==> config.mk <==
export PLATFORM = sky130hd
export DESIGN_NAME = obi_mem_responder
export DESIGN_NICKNAME = d
export VERILOG_FILES = /design/src/rtl/obi_mem_responder.sv
export SDC_FILE = /design/constraint.sdc
export NUM_CORES = 1
export LEC_CHECK = 0
export CAP_MARGIN = 5
export CELL_PAD_IN_SITES_DETAIL_PLACEMENT = 1
export CELL_PAD_IN_SITES_GLOBAL_PLACEMENT = 1
export CORE_UTILIZATION = 19
export DETAILED_ROUTE_END_ITERATION = 8
export PLACE_DENSITY = 0.76
export REMOVE_ABC_BUFFERS = 1
export SETUP_SLACK_MARGIN = 0.4
export SYNTH_ARGS = -nofsm -noshare
export SYNTH_HDL_FRONTEND = slang
export SYNTH_SLANG_ARGS = --single-unit
==> constraint.sdc <==
create_clock -name clk_i -period 2.48 [get_ports clk_i]
set_input_delay 0.248 -clock clk_i [delete_from_list [all_inputs] [get_ports clk_i]]
set_output_delay 0.248 -clock clk_i [all_outputs]
set_load 0.005 [all_outputs]
==> src/rtl/obi_mem_responder.sv <==
// Purpose : turns free gnt/rvalid/rdata proposals into a legal, bounded-latency OBI response stream.
// Latency : gnt_o is combinational on req_i; rvalid_o comes at least 1 cycle after its gnt_o.
// Backpr. : grants stall while all slots are in use and no response retires in that cycle.
//
// Ports:
//   clk_i, rst_ni           clock (rising edge), asynchronous active-low reset
//   req_i                   core request
//   rand_gnt_i              unconstrained grant proposal
//   rand_rvalid_i           unconstrained response-valid proposal
//   rand_rdata_i            unconstrained read data
//   gnt_o                   constrained grant to the core
//   rvalid_o                constrained response valid to the core
//   rdata_o                 response data, zero when rvalid_o is low
//   outstd_o                count of granted, unanswered transactions
//   violation_o             sticky: the core dropped req_i before it was granted
module obi_mem_responder #(
  parameter int TIMEOUT    = 5,
  parameter int DATA_WD    = 32,
  parameter int MAX_OUTSTD = 2
) (
  input  logic                              clk_i,
  input  logic                              rst_ni,
  input  logic                              req_i,
  input  logic                              rand_gnt_i,
  input  logic                              rand_rvalid_i,
  input  logic [DATA_WD-1:0]                rand_rdata_i,
  output logic                              gnt_o,
  output logic                              rvalid_o,
  output logic [DATA_WD-1:0]                rdata_o,
  output logic [$clog2(MAX_OUTSTD+1)-1:0]   outstd_o,
  output logic                              violation_o
);

  localparam int CW = (TIMEOUT > 1) ? $clog2(TIMEOUT) : 1;
  localparam int OW = $clog2(MAX_OUTSTD + 1);
  localparam logic [CW-1:0] WAIT_MAX = CW'(TIMEOUT - 1);
  localparam logic [OW-1:0] OSTD_MAX = OW'(MAX_OUTSTD);

  logic [CW-1:0] r_req_wait;
  logic [CW-1:0] r_rsp_wait;
  logic [OW-1:0] r_outstd;
  logic          r_viol;
  logic          r_req_q;
  logic          r_gnt_q;

  logic [CW-1:0] w_req_wait_nxt;
  logic [CW-1:0] w_rsp_wait_nxt;
  logic [OW-1:0] w_outstd_nxt;
  logic          w_slot_free;
  logic          w_gnt;
  logic          w_rvalid;

  always_comb begin
    // Saturated waits force the grant/response. With TIMEOUT=1 the waits are
    // pinned at 0 == WAIT_MAX, so the random proposals are bypassed entirely.
    // Outputs are gated by reset so nothing is granted or answered while held.
    w_rvalid    = rst_ni && (r_outstd != '0) && (rand_rvalid_i || (r_rsp_wait == WAIT_MAX));
    // A response retiring in this cycle frees its slot for a same-cycle grant.
    w_slot_free = (r_outstd < OSTD_MAX) || w_rvalid;
    w_gnt       = rst_ni && req_i && w_slot_free && (rand_gnt_i || (r_req_wait == WAIT_MAX));

    w_outstd_nxt = r_outstd + OW'(w_gnt) - OW'(w_rvalid);

    w_req_wait_nxt = '0;
    if (req_i && !w_gnt) begin
      w_req_wait_nxt = (r_req_wait == WAIT_MAX) ? WAIT_MAX : r_req_wait + CW'(1);
    end

    // The response bound restarts after every response, so it measures the
    // current head transaction only.
    w_rsp_wait_nxt = '0;
    if ((r_outstd != '0) && !w_rvalid) begin
      w_rsp_wait_nxt = (r_rsp_wait == WAIT_MAX) ? WAIT_MAX : r_rsp_wait + CW'(1);
    end
  end

  always_ff @(posedge clk_i or negedge rst_ni) begin
    if (!rst_ni) begin
      r_req_wait <= '0;
      r_rsp_wait <= '0;
      r_outstd   <= '0;
      r_viol     <= 1'b0;
      r_req_q    <= 1'b0;
      r_gnt_q    <= 1'b0;
    end else begin
      r_req_wait <= w_req_wait_nxt;
      r_rsp_wait <= w_rsp_wait_nxt;
      r_outstd   <= w_outstd_nxt;
      r_req_q    <= req_i;
      r_gnt_q    <= w_gnt;
      // Request withdrawn while still ungranted: latch until reset.
      if (r_req_q && !r_gnt_q && !req_i) begin
        r_viol <= 1'b1;
      end
    end
  end

  assign gnt_o       = w_gnt;
  assign rvalid_o    = w_rvalid;
  assign rdata_o     = w_rvalid ? rand_rdata_i : '0;
  assign outstd_o    = r_outstd;
  assign violation_o = r_viol;

endmodule

==> summary.txt, run 1 <==
Status
  • Run status: finished, final reports clean

Synth
  • Post-synthesis register bit count: 11
  • Post-Synthesis Cells: 83
  • Synth area leader: dfrtp_1
  • Synth Cell Area: 757 um^2
  • YS warnings: 0
  • Synth Flop Type: dfrtp_1
  • Register area share after synthesis: 36.4%
  • Yosys top cell area share: 36.4%
  • Top-count cell post-synth: and2_1
  • Largest cells by area after synthesis: dfrtp_1 36%, and2_1 26%, ha_1 9.9%
  • Mapped Avg Cell Area: 9.12 um^2
  • Netlist cell types: 20
  • Number of synthesized flops with an enable pin: 0
  • Synth async-reset ratio: 100%
  • Commonest cells post-synth: 32 x and2_1, 11 x dfrtp_1, 9 x inv_1

Clocking
  • CTS buffer count: 3
  • Clock sink count: 11
  • Post-CTS Hold Fix Bufs: 0
  • Clock latency at the later pin of the worst-skew pair: 0.23 ns
  • CTS tree: built
  • Clock Root Buffer: clkbuf_8
  • CTS clk-pin slew, worst paths: 0.05 ns
  • CTS H-tree depth: 1
  • Buffers from clock root to sink, at most: 2

Critical path
  • CP Buf/Inv Count: 5
  • Top fanout value on the critical path: 11
  • Worst path slowest cell: dfrtp_1
  • Crit path max-delay family: adder cells
  • Worst Setup End Kind: flip-flop
  • CP Data Arrival Time: 2.24 ns
  • Critical Path, Cell by Cell: inv_2, ha_4, a21oi_4, nor3_4, buf_6, buf_16, buf_4, ha_1, inv_1, ha_2, xnor2_2, xnor2_1
  • Startpoint types: flip-flop
  • Crit path required time: 2.63 ns
  • Critical path's largest stage delay: 0.36 ns
  • Crit Path Class: reg2reg

Finish
  • # fillers: 479
  • Share of cells above drive strength 1: 32.0%
  • Register Area: 277 um^2
  • Multi-input gate area: 487 um^2
  • Layout Nets: 216
  • Antenna cell count: 0
  • Area grow syn2layout: 118%

Pwr
  • Switching share of power: 34.8%
  • Clock power frac: 16.7%
  • VDD IR max: 0.311 mV
  • Pwr/cell area: 645 mW/mm^2
  • Comb pwr share: 55.9%
  • Pleak: 0.803 nW
  • Post-layout power: 1.06 mW
  • Sw Pwr: 0.370 mW
  • Sequential share of power: 27.4%
  • Pint: 0.693 mW

STA
  • Setup TNS: 0 ns
  • Worst slew pin tran: 0.508 ns
  • Clk_skew: 0.00298 ns
  • Final number of hold-violating endpoints: 0
  • FMAX: 478 MHz
  • RSZ-0062 raised after global routing: true
  • Max Slew Vio Count: 0
  • Relative slew slack: 65.9%
  • Fin crit share: 84.4%
  • Setup violations, final: 0
  • Minimum clock period: 2.09 ns

GRT
  • Remaining Overflow, GRT: 0
  • Vias in the first global route: 965
  • First-pass GRT wire length: 5060 um
  • Initial antenna violation count: 0
  • All-Layer GR Usage: 16.1%
  • Pin count of the biggest net entering global routing: 20

Floorplan
  • Row count: 22
  • Die width: 65.1 um
  • Ports: 74
  • Die H: 65.1 um
  • Die ar.: 0.00424 mm^2
  • Initial Utilization: 20.2%
  • Placeable Area: 0.00374 mm^2

Route
  • Via density: 4.16
  • DR vias: 915
  • Residual DRC: 0
  • DR WL/cell: 15.6 um
  • Initial drt markers: 16
  • Final ANT Viol Nets: 0
  • DRT Wirelength: 3440 um
  • Drt pass-1 iters: 4

Min path
  • Worst hold path type: in2async

Run
  • Maxcap violations: 0

Place
  • Final estimated routing congestion in global placement: 0.768
  • Post-detail-place hpwl: 2530 um
  • IO Port Bufs: 73
-- per-layer routing --
layer  global-route usage, %  part of all wire (%)  vias up
met4                    5.98                   1.5        0
met3                    3.47                   2.2        4
met2                    30.5                    62       15
met1                    17.3                    35      452
met5                       0                     0        -
li1                        -                     -      444
-- registers in the layout, summed over array words and instances, names as in the netlist --
name / count
outstd_o: 2
r_req_q: 1
r_req_wait: 3
violation_o: 1
r_rsp_wait: 3
r_gnt_q: 1
-- kinds of logic (layout without fill, tap and decap cells) --
kind of cell	after synthesis	count (layout)	synth area share, %
AO/OA/AOI/OAI	10	10	9.75
XOR/XNOR	2	2	2.31
adder cells (fa/ha/maj)	6	6	9.92
buffers and inverters	12	101	6.45
flip-flops	11	11	36.4
AND/OR/NAND/NOR	42	42	35.2
-- path summary, 6_finish.rpt --
| check | slack [ns] | from | cells after the start | endpoint |
|---|---|---|---|---|
| max | 0.39 | r_rsp_wait[1] | 12 | outstd_o[1] |
| min | 0.35 | rst_ni | 2 | r_req_wait[0] |
| max reg2reg | 0.39 | r_rsp_wait[1] | 12 | outstd_o[1] |
| min reg2reg | 0.48 | r_req_wait[0] | 1 | r_req_wait[0] |
| max in group asynchronous | 1.96 | rst_ni | 2 | outstd_o[1] |
| min in group clk_i | 0.48 | r_req_wait[0] | 1 | r_req_wait[0] |
-- worst reg2reg max path, stage by stage, from the launching register on --
cell and delay, ns:
dfrtp_1 0.36, inv_2 0.06, ha_4 0.17, a21oi_4 0.20, nor3_4 0.07, buf_6 0.13, buf_16 0.13, buf_4 0.13
ha_1 0.26, inv_1 0.04, ha_2 0.17, xnor2_2 0.16, xnor2_1 0.14
-- what timing repair did --
action | in CTS | in global routing
buffers inserted | 8 | 3
cloned | 1 | 0
pin swaps | 2 | 5
endpoints found under the setup margin | 35 | 34
gates resized for setup | 43 | 58
-- cell usage in the layout, fill, tap and decap left out, types with 2 or more instances in the layout --
cell	count
and2_1	32
clkbuf_2	26
inv_2	2
a21oi_1	2
buf_4	11
nand3b_1	2
buf_6	2
clkbuf_8	3
nand2_1	2
o21ai_0	2
dfrtp_1	10
inv_1	7
nor3_1	2
ha_1	4
a2111oi_1	2
dlygate4sd2_1	7
clkdlybuf4s50_1	39
-- power by group through the flow --
stage / Clock (mW) / Sequential (mW) / Combinational, mW
finish: 0.178 / 0.292 / 0.594
global route: 0.193 / 0.301 / 0.647
CTS: 0.185 / 0.278 / 0.581
detailed placement: 0 / 0.279 / 0.509
global placement: 0 / 0.274 / 0.487
floorplan: 0 / 0.268 / 0.204
-- final cells by class --
cell class              count  share of cell area (%)
clock buffers               4                    2.73
repair buffers             88                    45.3
flip-flops and latches     11                    16.8
inverters                   9                    2.05
well taps                  48                    3.64
multi-input cells          60                    29.5
-- through the flow --
step                setup WS (ns)  utilization [%]  hold slack (ns)  cells  instance area [um^2]
global route                0.315             44.1            0.359    220                  1650
floorplan                   0.340                -          -0.0476     80                   742
finish                      0.386             44.1            0.349    220                  1650
detailed placement          0.272             41.9            0.485    204                  1570
global placement            0.325             41.9            0.453    204                  1570
CTS                         0.178             45.2            0.355    217                  1690
(Power assumes the default switching activity.)
==> run 2: changes to the inputs <==
clock period = 2 ns   (was 2.48 ns; I/O delays follow)
==> run 2 against run 1 <==
  * The flow now finishes with violations (negative setup slack)
  * Total power is 87% higher
  * Core utilization is 15 points higher
  * Hold slack got worse by 0.047 ns
  * Non-clock buffer count rose by 23
  * Global-route usage rose by 4.2 points
  * Via count is 18% higher
  * Largest power group unchanged
==> summary.txt, run 2 (synthesized netlist as in run 1, its figures left out) <==
Status
  • Run status: finished with violations
  • Failing checks: negative setup slack

Pwr
  • Clock power frac: 12.3%
  • Sw Pwr: 0.706 mW
  • Switching share of power: 35.5%
  • Sequential share of power: 18.6%
  • Pleak: 1.02 nW
  • Pwr/cell area: 899 mW/mm^2
  • VDD IR max: 0.495 mV
  • Pint: 1.28 mW
  • Comb pwr share: 69.1%

STA
  • Minimum clock period: 2.11 ns
  • Setup TNS: -1.57 ns
  • Slack of the critical path: -0.109 ns
  • FMAX: 474 MHz
  • Final number of hold-violating endpoints: 0
  • Clk_skew: 0.00244 ns
  • Fin crit share: 105%
  • Max Slew Vio Count: 0
  • Relative slew slack: 71.4%
  • Setup violations, final: 30
  • Hold Slack: 0.302 ns
  • RSZ-0062 raised after global routing: true
  • Worst slew pin tran: 0.425 ns

Finish
  • Area grow syn2layout: 192%
  • Multi-input gate area: 618 um^2
  • Share of cells above drive strength 1: 62.1%
  • Most common cell after layout, fill and taps aside: buf_6
  • Register Area: 275 um^2
  • Layout Nets: 239
  • Antenna cell count: 0
  • Most frequent cells in the layout: 40 x buf_6, 39 x clkdlybuf4s50_1, 29 x and2_4, 22 x buf_4, 11 x dfrtp_1
  • # fillers: 415

Floorplan
  • Die H: 65.1 um
  • Die width: 65.1 um
  • Initial Utilization: 20.2%
  • Row count: 22
  • Die ar.: 0.00424 mm^2
  • Placeable Area: 0.00374 mm^2
  • Ports: 74

Critical path
  • Crit path required time: 1.80 ns
  • R2R cell count: 12
  • Top fanout value on the critical path: 4
  • Worst Setup End Kind: output port
  • Reg-to-Reg End: outstd_o[1]
  • Critical Path, Cell by Cell: inv_2, ha_4, a21oi_4, nor3_4, buf_4, buf_8, buf_12, buf_6, and2_4, buf_6
  • Startpoint types: flip-flop
  • Crit Path Class: reg2out
  • Worst path slowest cell: dfrtp_1
  • CP Data Arrival Time: 1.91 ns
  • CP most frequent cell: buf_6
  • Reg2Reg Setup Slack: -0.10 ns
  • Crit Reg-Reg Startpoint: r_rsp_wait[0]
  • Critical path's largest stage delay: 0.39 ns

Route
  • Via density: 4.46
  • DRT Wirelength: 5300 um
  • Final ANT Viol Nets: 0
  • DR vias: 1,084
  • Residual DRC: 0
  • DR WL/cell: 21.8 um
  • Drt pass-1 iters: 4
  • Initial drt markers: 42

GRT
  • All-Layer GR Usage: 20.3%
  • Initial antenna violation count: 0
  • Pin count of the biggest net entering global routing: 13
  • First-pass GRT wire length: 6270 um
  • Remaining Overflow, GRT: 0
  • Vias in the first global route: 1,155

Clocking
  • Clock latency at the later pin of the worst-skew pair: 0.25 ns
  • CTS buffer count: 3
  • CTS clk-pin slew, worst paths: 0.06 ns
  • CTS tree: built
  • Clock sink count: 11
  • Buffers from clock root to sink, at most: 2
  • CTS H-tree depth: 1
  • Clock Root Buffer: clkbuf_8

Place
  • Post-detail-place hpwl: 2550 um
  • IO Port Bufs: 73
  • Final estimated routing congestion in global placement: 0.751

Min path
  • Worst hold path type: in2async

Run
  • Maxcap violations: 0
-- run 2: cell count changes in the layout (fill, tap and decap cells not counted), moves of 2 or more --
cell and change:
ha_4 +2, buf_2 +3, and2_4 +29, buf_4 +11, clkbuf_2 -26, buf_16 +3
a2111oi_2 +2, dlygate4sd2_1 -7, and2_1 -29, buf_6 +38, buf_8 +2, a2111oi_1 -2
-- run 2: area by class of cell --
class / count / area share (%)
Multi-Input combinational cell: 60 / 27.9
Timing Repair Buffer: 111 / 53.4
Sequential cell: 11 / 12.4
Tap cell: 48 / 2.71
Inverter: 9 / 1.53
Clock buffer: 4 / 2.04
-- run 2: how the worst max path moves through the flow --
stage	start	to	slack, ns	cells past startpoint
after floorplan	r_rsp_wait[0]	outstd_o[1]	-0.14	9
after global placement	rand_rvalid_i	gnt_o	-0.05	5
after detailed placement	r_rsp_wait[1]	gnt_o	-0.07	6
after CTS	r_rsp_wait[1]	gnt_o	-0.007	7
after global routing	r_rsp_wait[0]	outstd_o[1]	-0.16	12
final	r_rsp_wait[0]	rdata_o[1]	-0.11	10
-- run 2: metal layers --
metal | vias up | track usage, % | share of wire (%)
met3 | 8 | 2.95 | 2.4
met2 | 33 | 39.3 | 58
met1 | 551 | 22.3 | 37
li1 | 492 | - | -
met5 | - | 0 | 0
met4 | 0 | 6.52 | 2.0
-- run 2: repair_timing --
action	in CTS	in global routing
gates cloned	4	0
endpoints found under the setup margin	37	42
buffers inserted	14	13
hold buffers	0	0
pin swaps	13	15
endpoints found under the hold margin	0	0
gates resized for setup	204	28
-- run 2: critical path, delay by kind of cell (launching register included) --
family	cells	cell delay, ns
adders and majority gates	1	0.17
DFF	1	0.39
and+or+nand+nor	2	0.21
buffers and inverters	6	0.70
AOI/OAI and AO/OA	1	0.19
-- run 2: per-stage QoR --
stage | power, mW | setup slack, ns | cell area, um^2 | instances | utilization (%)
after global routing | 2.08 | -0.164 | 2210 | 243 | 59.1
after CTS | 1.62 | -0.00709 | 1990 | 230 | 53.2
final | 1.99 | -0.109 | 2210 | 243 | 59.1
after global placement | 0.963 | -0.0481 | 1600 | 208 | 42.7
after detailed placement | 0.991 | -0.0745 | 1600 | 208 | 42.7
after floorplan | 0.585 | -0.140 | 742 | 80 | -
-- run 2: power groups by stage --
stage          Combinational, mW  Sequential [mW]  Clock [mW]
2_1_floorplan              0.253            0.332           0
3_3_place_gp               0.627            0.336           0
3_5_place_dp               0.650            0.342           0
4_1_cts                     1.04            0.345       0.228
5_1_grt                     1.44            0.376       0.264
6_report                    1.38            0.370       0.244
